`src/rtl/fifo_rd_ptr_sync_pkg.sv`:
```
// fifo_rd_ptr_sync_pkg
// Shared constants and helpers for the AudioNet clock-crossing sample FIFO
// pointer controllers (read side here, write side elsewhere).
//   DEF_ADDR_W : default FIFO address width (depth = 2**DEF_ADDR_W)
//   DEF_PTR_W  : default pointer width, one extra wrap bit
//   bin2gc()   : binary to Grey conversion, width-agnostic up to 32 bits
package fifo_rd_ptr_sync_pkg;

   localparam int DEF_ADDR_W = 4;
   localparam int DEF_PTR_W  = DEF_ADDR_W + 1;

   // Operates on a zero-extended 32-bit value; callers truncate to their
   // pointer width. Upper zero bits leave the low Grey bits unaffected.
   function automatic logic [31:0] bin2gc(input logic [31:0] bin);
      return bin ^ (bin >> 1);
   endfunction

endpackage

```
`src/rtl/fifo_rd_ptr_sync_if.sv`:
```
// fifo_rd_ptr_sync_if
// Read-side FIFO pointer bundle between the read controller and its
// surroundings (write-pointer source, RAM, consumer).
//   wr_ptr_gc : Grey write pointer from the write clock domain
//   rd_en     : read request
//   rd_addr   : RAM read address
//   rd_ptr_gc : registered Grey read pointer back to the write side
//   rd_valid  : RAM read data valid
//   empty     : FIFO empty (registered)
//   level     : fill count 0..2**ADDR_W (registered)
//   underflow : sticky read-while-empty flag, only when
//               FIFO_UNDERFLOW_FLAG_EN is defined
// Modports: slave = the read controller, master = its environment.
interface fifo_rd_ptr_sync_if
   import fifo_rd_ptr_sync_pkg::*;
#(
   parameter int ADDR_W = DEF_ADDR_W
);
   localparam int PTR_W = ADDR_W + 1;

   logic [PTR_W-1:0]  wr_ptr_gc;
   logic              rd_en;
   logic [ADDR_W-1:0] rd_addr;
   logic [PTR_W-1:0]  rd_ptr_gc;
   logic              rd_valid;
   logic              empty;
   logic [PTR_W-1:0]  level;
`ifdef FIFO_UNDERFLOW_FLAG_EN
   logic              underflow;
`endif

`ifdef FIFO_UNDERFLOW_FLAG_EN
   modport slave (
      input  wr_ptr_gc, rd_en,
      output rd_addr, rd_ptr_gc, rd_valid, empty, level, underflow
   );
   modport master (
      output wr_ptr_gc, rd_en,
      input  rd_addr, rd_ptr_gc, rd_valid, empty, level, underflow
   );
`else
   modport slave (
      input  wr_ptr_gc, rd_en,
      output rd_addr, rd_ptr_gc, rd_valid, empty, level
   );
   modport master (
      output wr_ptr_gc, rd_en,
      input  rd_addr, rd_ptr_gc, rd_valid, empty, level
   );
`endif

endinterface

```
`src/rtl/fifo_rd_ptr_sync_gc2bin.sv`:
```
// gc2bin
// Combinational Grey to binary decoder.
//   gc  : Grey-coded input, WIDTH bits
//   bin : binary output, WIDTH bits
// Each binary bit is the XOR of all Grey bits at and above its position.
module gc2bin #(
   parameter int WIDTH = 5
) (
   input  logic [WIDTH-1:0] gc,
   output logic [WIDTH-1:0] bin
);

   genvar gi;
   generate
      for (gi = 0; gi < WIDTH; gi = gi + 1) begin : g_bit
         assign bin[gi] = ^gc[WIDTH-1:gi];
      end
   endgenerate

endmodule

```
`src/rtl/fifo_rd_ptr_sync.sv`:
```
// fifo_rd_ptr_sync
// Read-side pointer and flag controller for the AudioNet clock-crossing
// sample FIFO. Synchronises the Grey write pointer through two flops,
// decodes it to binary, keeps the binary/Grey read pointer and produces
// the RAM read address, empty, fill level and read-data-valid strobe.
//   clk : read-domain clock
//   rst : synchronous active-high reset
//   bus : fifo_rd_ptr_sync_if.slave (wr_ptr_gc, rd_en in;
//         rd_addr, rd_ptr_gc, rd_valid, empty, level out)
// Optional: define FIFO_UNDERFLOW_FLAG_EN to add the sticky bus.underflow
// output, set after any cycle with rd_en while empty, cleared by rst.
module fifo_rd_ptr_sync
   import fifo_rd_ptr_sync_pkg::*;
#(
   parameter int ADDR_W = DEF_ADDR_W
) (
   input  logic                clk,
   input  logic                rst,
   fifo_rd_ptr_sync_if.slave   bus
);
   localparam int PTR_W = ADDR_W + 1;

   logic [PTR_W-1:0] sync_s1_reg;
   logic [PTR_W-1:0] sync_s2_reg;
   logic [PTR_W-1:0] wr_bin;
   logic [PTR_W-1:0] rd_bin_reg;
   logic [PTR_W-1:0] rd_bin_next;
   logic [PTR_W-1:0] rd_gc_reg;
   logic [PTR_W-1:0] rd_gc_next;
   logic             rd_valid_reg;
   logic             empty_reg;
   logic [PTR_W-1:0] level_reg;
   logic [PTR_W-1:0] level_next;
   logic             empty_next;
   logic             acc;

   // Only the second sync stage is decoded; s1 may be metastable.
   gc2bin #(.WIDTH(PTR_W)) u_gc2bin (
      .gc  (sync_s2_reg),
      .bin (wr_bin)
   );

   // empty is registered and asserts the cycle after the last accept, so
   // gating with it never lets a read run past the write pointer.
   assign acc         = bus.rd_en & ~empty_reg;
   assign rd_bin_next = rd_bin_reg + PTR_W'(acc);
   assign rd_gc_next  = PTR_W'(bin2gc(32'(rd_bin_next)));
   // Modulo subtraction; the extra wrap bit lets level reach 2**ADDR_W.
   assign level_next  = wr_bin - rd_bin_next;
   assign empty_next  = (wr_bin == rd_bin_next);

   always_ff @(posedge clk) begin
      if (rst) begin
         sync_s1_reg  <= '0;
         sync_s2_reg  <= '0;
         rd_bin_reg   <= '0;
         rd_gc_reg    <= '0;
         rd_valid_reg <= 1'b0;
         empty_reg    <= 1'b1;
         level_reg    <= '0;
      end else begin
         sync_s1_reg  <= bus.wr_ptr_gc;
         sync_s2_reg  <= sync_s1_reg;
         rd_bin_reg   <= rd_bin_next;
         rd_gc_reg    <= rd_gc_next;
         rd_valid_reg <= acc;
         empty_reg    <= empty_next;
         level_reg    <= level_next;
      end
   end

   assign bus.rd_addr   = rd_bin_reg[ADDR_W-1:0];
   assign bus.rd_ptr_gc = rd_gc_reg;
   assign bus.rd_valid  = rd_valid_reg;
   assign bus.empty     = empty_reg;
   assign bus.level     = level_reg;

`ifdef FIFO_UNDERFLOW_FLAG_EN
   logic underflow_reg;

   always_ff @(posedge clk) begin
      if (rst) begin
         underflow_reg <= 1'b0;
      end else if (bus.rd_en & empty_reg) begin
         underflow_reg <= 1'b1;
      end
   end

   assign bus.underflow = underflow_reg;
`endif

endmodule

```
`src/flat_wrapper.sv`:
```
// flat-port wrapper written by rule: the top's interface ports become plain ports
module fifo_rd_ptr_sync_flat import fifo_rd_ptr_sync_pkg::*;
#(
   parameter int ADDR_W = DEF_ADDR_W
)
  (clk, rst, bus_wr_ptr_gc, bus_rd_en, bus_rd_addr, bus_rd_ptr_gc, bus_rd_valid, bus_empty, bus_level);
  fifo_rd_ptr_sync_if #(.ADDR_W(ADDR_W)) bus_i ();
  input  logic clk;
  input  logic rst;
  input wire logic [$bits(bus_i.wr_ptr_gc)-1:0] bus_wr_ptr_gc;
  input wire logic [$bits(bus_i.rd_en)-1:0] bus_rd_en;
  output wire logic [$bits(bus_i.rd_addr)-1:0] bus_rd_addr;
  output wire logic [$bits(bus_i.rd_ptr_gc)-1:0] bus_rd_ptr_gc;
  output wire logic [$bits(bus_i.rd_valid)-1:0] bus_rd_valid;
  output wire logic [$bits(bus_i.empty)-1:0] bus_empty;
  output wire logic [$bits(bus_i.level)-1:0] bus_level;
  assign bus_i.wr_ptr_gc = bus_wr_ptr_gc;
  assign bus_i.rd_en = bus_rd_en;
  assign bus_rd_addr = bus_i.rd_addr;
  assign bus_rd_ptr_gc = bus_i.rd_ptr_gc;
  assign bus_rd_valid = bus_i.rd_valid;
  assign bus_empty = bus_i.empty;
  assign bus_level = bus_i.level;
  fifo_rd_ptr_sync #(.ADDR_W(ADDR_W)) u_core (.clk(clk), .rst(rst), .bus(bus_i));
endmodule
```
`config.mk`:
```
export PLATFORM = sky130hd
export DESIGN_NAME = fifo_rd_ptr_sync_flat
export DESIGN_NICKNAME = d
export VERILOG_FILES = /design/src/rtl/fifo_rd_ptr_sync_pkg.sv /design/src/rtl/fifo_rd_ptr_sync_if.sv /design/src/rtl/fifo_rd_ptr_sync_gc2bin.sv /design/src/rtl/fifo_rd_ptr_sync.sv /design/src/flat_wrapper.sv
export SDC_FILE = /design/constraint.sdc
export NUM_CORES = 1
export LEC_CHECK = 0
export BUFFER_PORTS_ARGS = -buffer_cell sky130_fd_sc_hd__buf_2
export CAP_MARGIN = 10
export CORE_ASPECT_RATIO = 1.75
export CORE_MARGIN = 2
export CORE_UTILIZATION = 25
export CTS_CLUSTER_SIZE = 30
export DETAILED_ROUTE_END_ITERATION = 8
export RECOVER_POWER = 25
export SLEW_MARGIN = 15
export SYNTH_ARGS = -nofsm -noshare
export SYNTH_HDL_FRONTEND = slang
export SYNTH_SLANG_ARGS = --single-unit
```
`constraint.sdc`:
```
create_clock -name clk -period 6.45 [get_ports clk]
set_clock_uncertainty 0.1 [all_clocks]
set_input_delay 1.6125 -clock clk [delete_from_list [all_inputs] [get_ports clk]]
set_output_delay 1.6125 -clock clk [all_outputs]
set_load 0.02 [all_outputs]
```
==> results_dict.tcl <==
set metrics [dict create \
    status "complete, no violations" \
    initial_core_util 0.258 \
    cp-startpoint "bus_rd_en" \
    cts_tree "yes" \
    clkSlewWorstSetupHoldPaths_ns 0.09 \
    layout_setup_ws_ns 3.06 \
    worstPathMaxFanout 5 \
    cp-end-kind "flop" \
    syn_avg_cell_area_um2 10.6 \
    synth_top_area_frac 0.526 \
    worstMarginPinSlew_ns 1.05 \
    post_drt_wl_per_cell_um 10.2 \
    whs_ns 0.341 \
    postCtsSetupBuffers 0 \
    power.density_nw_per_um2 319 \
    cts_sinks 26 \
    drt-vias-per-instance 4.15 \
    num_rows 30 \
    ys_types 21 \
    syn2layout_area_growth_pct 24.0 \
    maxCapViolCount 0 \
    crit_type "input port to flop" \
    cts_hold_buf 0 \
    grt_antenna_before_repair 0 \
    slew_violations 0 \
    crit_path_start_kind "input port" \
    max_freq_mhz 295 \
    hold_class "flop to flop" \
    h-tree-depth 1 \
    route.detailed.drc 0 \
    cp_data_required_time_ns 6.48 \
    layout-drive-gt1-share 0.229 \
    pre_cts_ws_ns 2.77 \
    drt_wl_total_um 1700 \
    grt_max_degree 27 \
    pin_count 24 \
    numCtsBuffers 3 \
    synth_cells 93 \
    synth_area_leaders "dfxtp_1 (53%), xnor2_1 (8.0%), nor2b_1 (7.6%), ha_1 (6.3%), nor2_1 (5.3%)" \
    seq_area_frac_synth 0.526 \
    r2r_start "u_core.sync_s2_reg[3]" \
    ctsResizeCount 0 \
    portBuffers 23 \
    fin_tns_setup_ns 0 \
    die_h_um 87.2 \
    synthesis.area_um2 990 \
    period_share 0.526 \
    leakagePower_uw 0.000561 \
    finalSetupViolations 0 \
    drtPass1Iterations 4 \
    root_buffer "clkbuf_8" \
    grt_pass1_vias 689 \
    yosysTopAreaCell "dfxtp_1" \
    die_w_um 51.6 \
    fin_crit_ns 3.39 \
    drtIter0Drc 18 \
    cts.path.max_buffers 2 \
    ant_nets 0 \
    min_from "u_core.sync_s1_reg[2]" \
    grt-ovfl-total 0 \
    ir_drop_v 0.000172 \
    relSlewSlack 0.298 \
    yosysWarnings 0 \
    hold_violations 0 \
    power_uw 391 \
    design.core.area_um2 3830 \
    cp.arrival_ns 3.42 \
    ys_ff_latch 26 \
    diodes 0 \
    final_nets 132 \
    grt_pass1_wl_um 2890 \
    dpl.hpwl_um 1380 \
    vias 689 \
    die_area_um2 4500 \
    clkLatencyLatePin_ns 0.27 \
    place.gp.congestion 0.799 \
    synthesis.nets 106 \
    grt.total_usage 0.0873 \
    rsz0062_at_grt "no" \
]
==> cell families (layout without fill, tap and decap cells) <==
family,Yosys count,in the layout,synth area share
AND/OR/NAND/NOR,34,34,0.174
flip-flops,26,26,0.526
XOR/XNOR,17,17,0.181
AO/OA/AOI/OAI,6,6,0.0367
adder cells (fa/ha/maj),5,5,0.0632
buffers and inverters,5,30,0.0190
==> cells in the final DEF (no fill, tap or decap), drive strengths merged, types with 2 or more instances in the layout <==
cell | synthesis | final
dfxtp | 26 | 26
buf | 0 | 22
nor2 | 14 | 14
nor2b | 12 | 12
xnor2 | 9 | 9
xor2 | 6 | 6
ha | 5 | 5
clkbuf | 2 | 4
inv | 3 | 3
nand3 | 2 | 2
nand2 | 2 | 2
o21ai | 2 | 2
==> cell type report <==
| cell class | instances | area (µm²) |
|---|---|---|
| fill | 422 | 2600 |
| sequential | 26 | 520 |
| multi-input combinational | 62 | 450 |
| timing repair buffer | 23 | 114 |
| tap | 48 | 60.1 |
| clock buffer | 3 | 41.3 |
| clock inverter | 1 | 30.0 |
| inverter | 3 | 11.3 |
==> stage by stage <==
step | std cells | area [µm²] | utilization
2_1_floorplan | 93 | 990 | -
3_3_place_gp | 162 | 1160 | 0.302
3_5_place_dp | 162 | 1160 | 0.302
4_1_cts | 166 | 1230 | 0.321
5_1_grt | 166 | 1230 | 0.321
6_report | 166 | 1230 | 0.321
==> synth_stat cells (all sizes together) <==
master / instances
a21boi: 1
a21oi: 1
a31oi: 1
and3b: 1
clkbuf: 2
dfxtp: 26
ha: 5
inv: 3
nand2: 2
nand2b: 1
nand3: 2
nand4: 1
nor2: 14
nor2b: 12
o21ai: 2
o21bai: 1
or3: 1
xnor2: 9
xnor3: 1
xor2: 6
xor3: 1
==> final timing paths <==
| path | endpoint | slack, ns | cells past startpoint |
|---|---|---|---|
| worst min-delay path | u_core.sync_s2_reg[2] | 0.34 | 1 |
| worst max register to register | u_core.bus.level[4] | 4.07 | 8 |
| worst max-delay path | u_core.bus.level[3] | 3.06 | 10 |
| worst min register to register | u_core.sync_s2_reg[2] | 0.34 | 1 |
==> critical path: stages <==
cell	delay, ns
buf_2	0.10
and3b_1	0.17
ha_1	0.21
xnor2_1	0.38
ha_1	0.36
nand2_1	0.09
nand2_1	0.06
a31oi_1	0.18
xor2_1	0.20
nor2_1	0.05
==> report_power, final <==
group	leakage (µW)	internal (µW)	switching (µW)	total [µW]
sequential	0.000214	174	4.64	179
combinational	0.000311	33.5	45.3	78.9
clock	0.0000357	83.1	50.3	133
==> routing by layer <==
metal / global-route usage / up-vias / wire length (µm)
met4: 0.0574 / 0 / 55
met3: 0.0189 / 5 / 86
li1: - / 347 / -
met2: 0.163 / 18 / 993
met1: 0.0807 / 319 / 565
met5: 0 / - / 0
No activity file was read; power rests on OpenSTA's default activity.
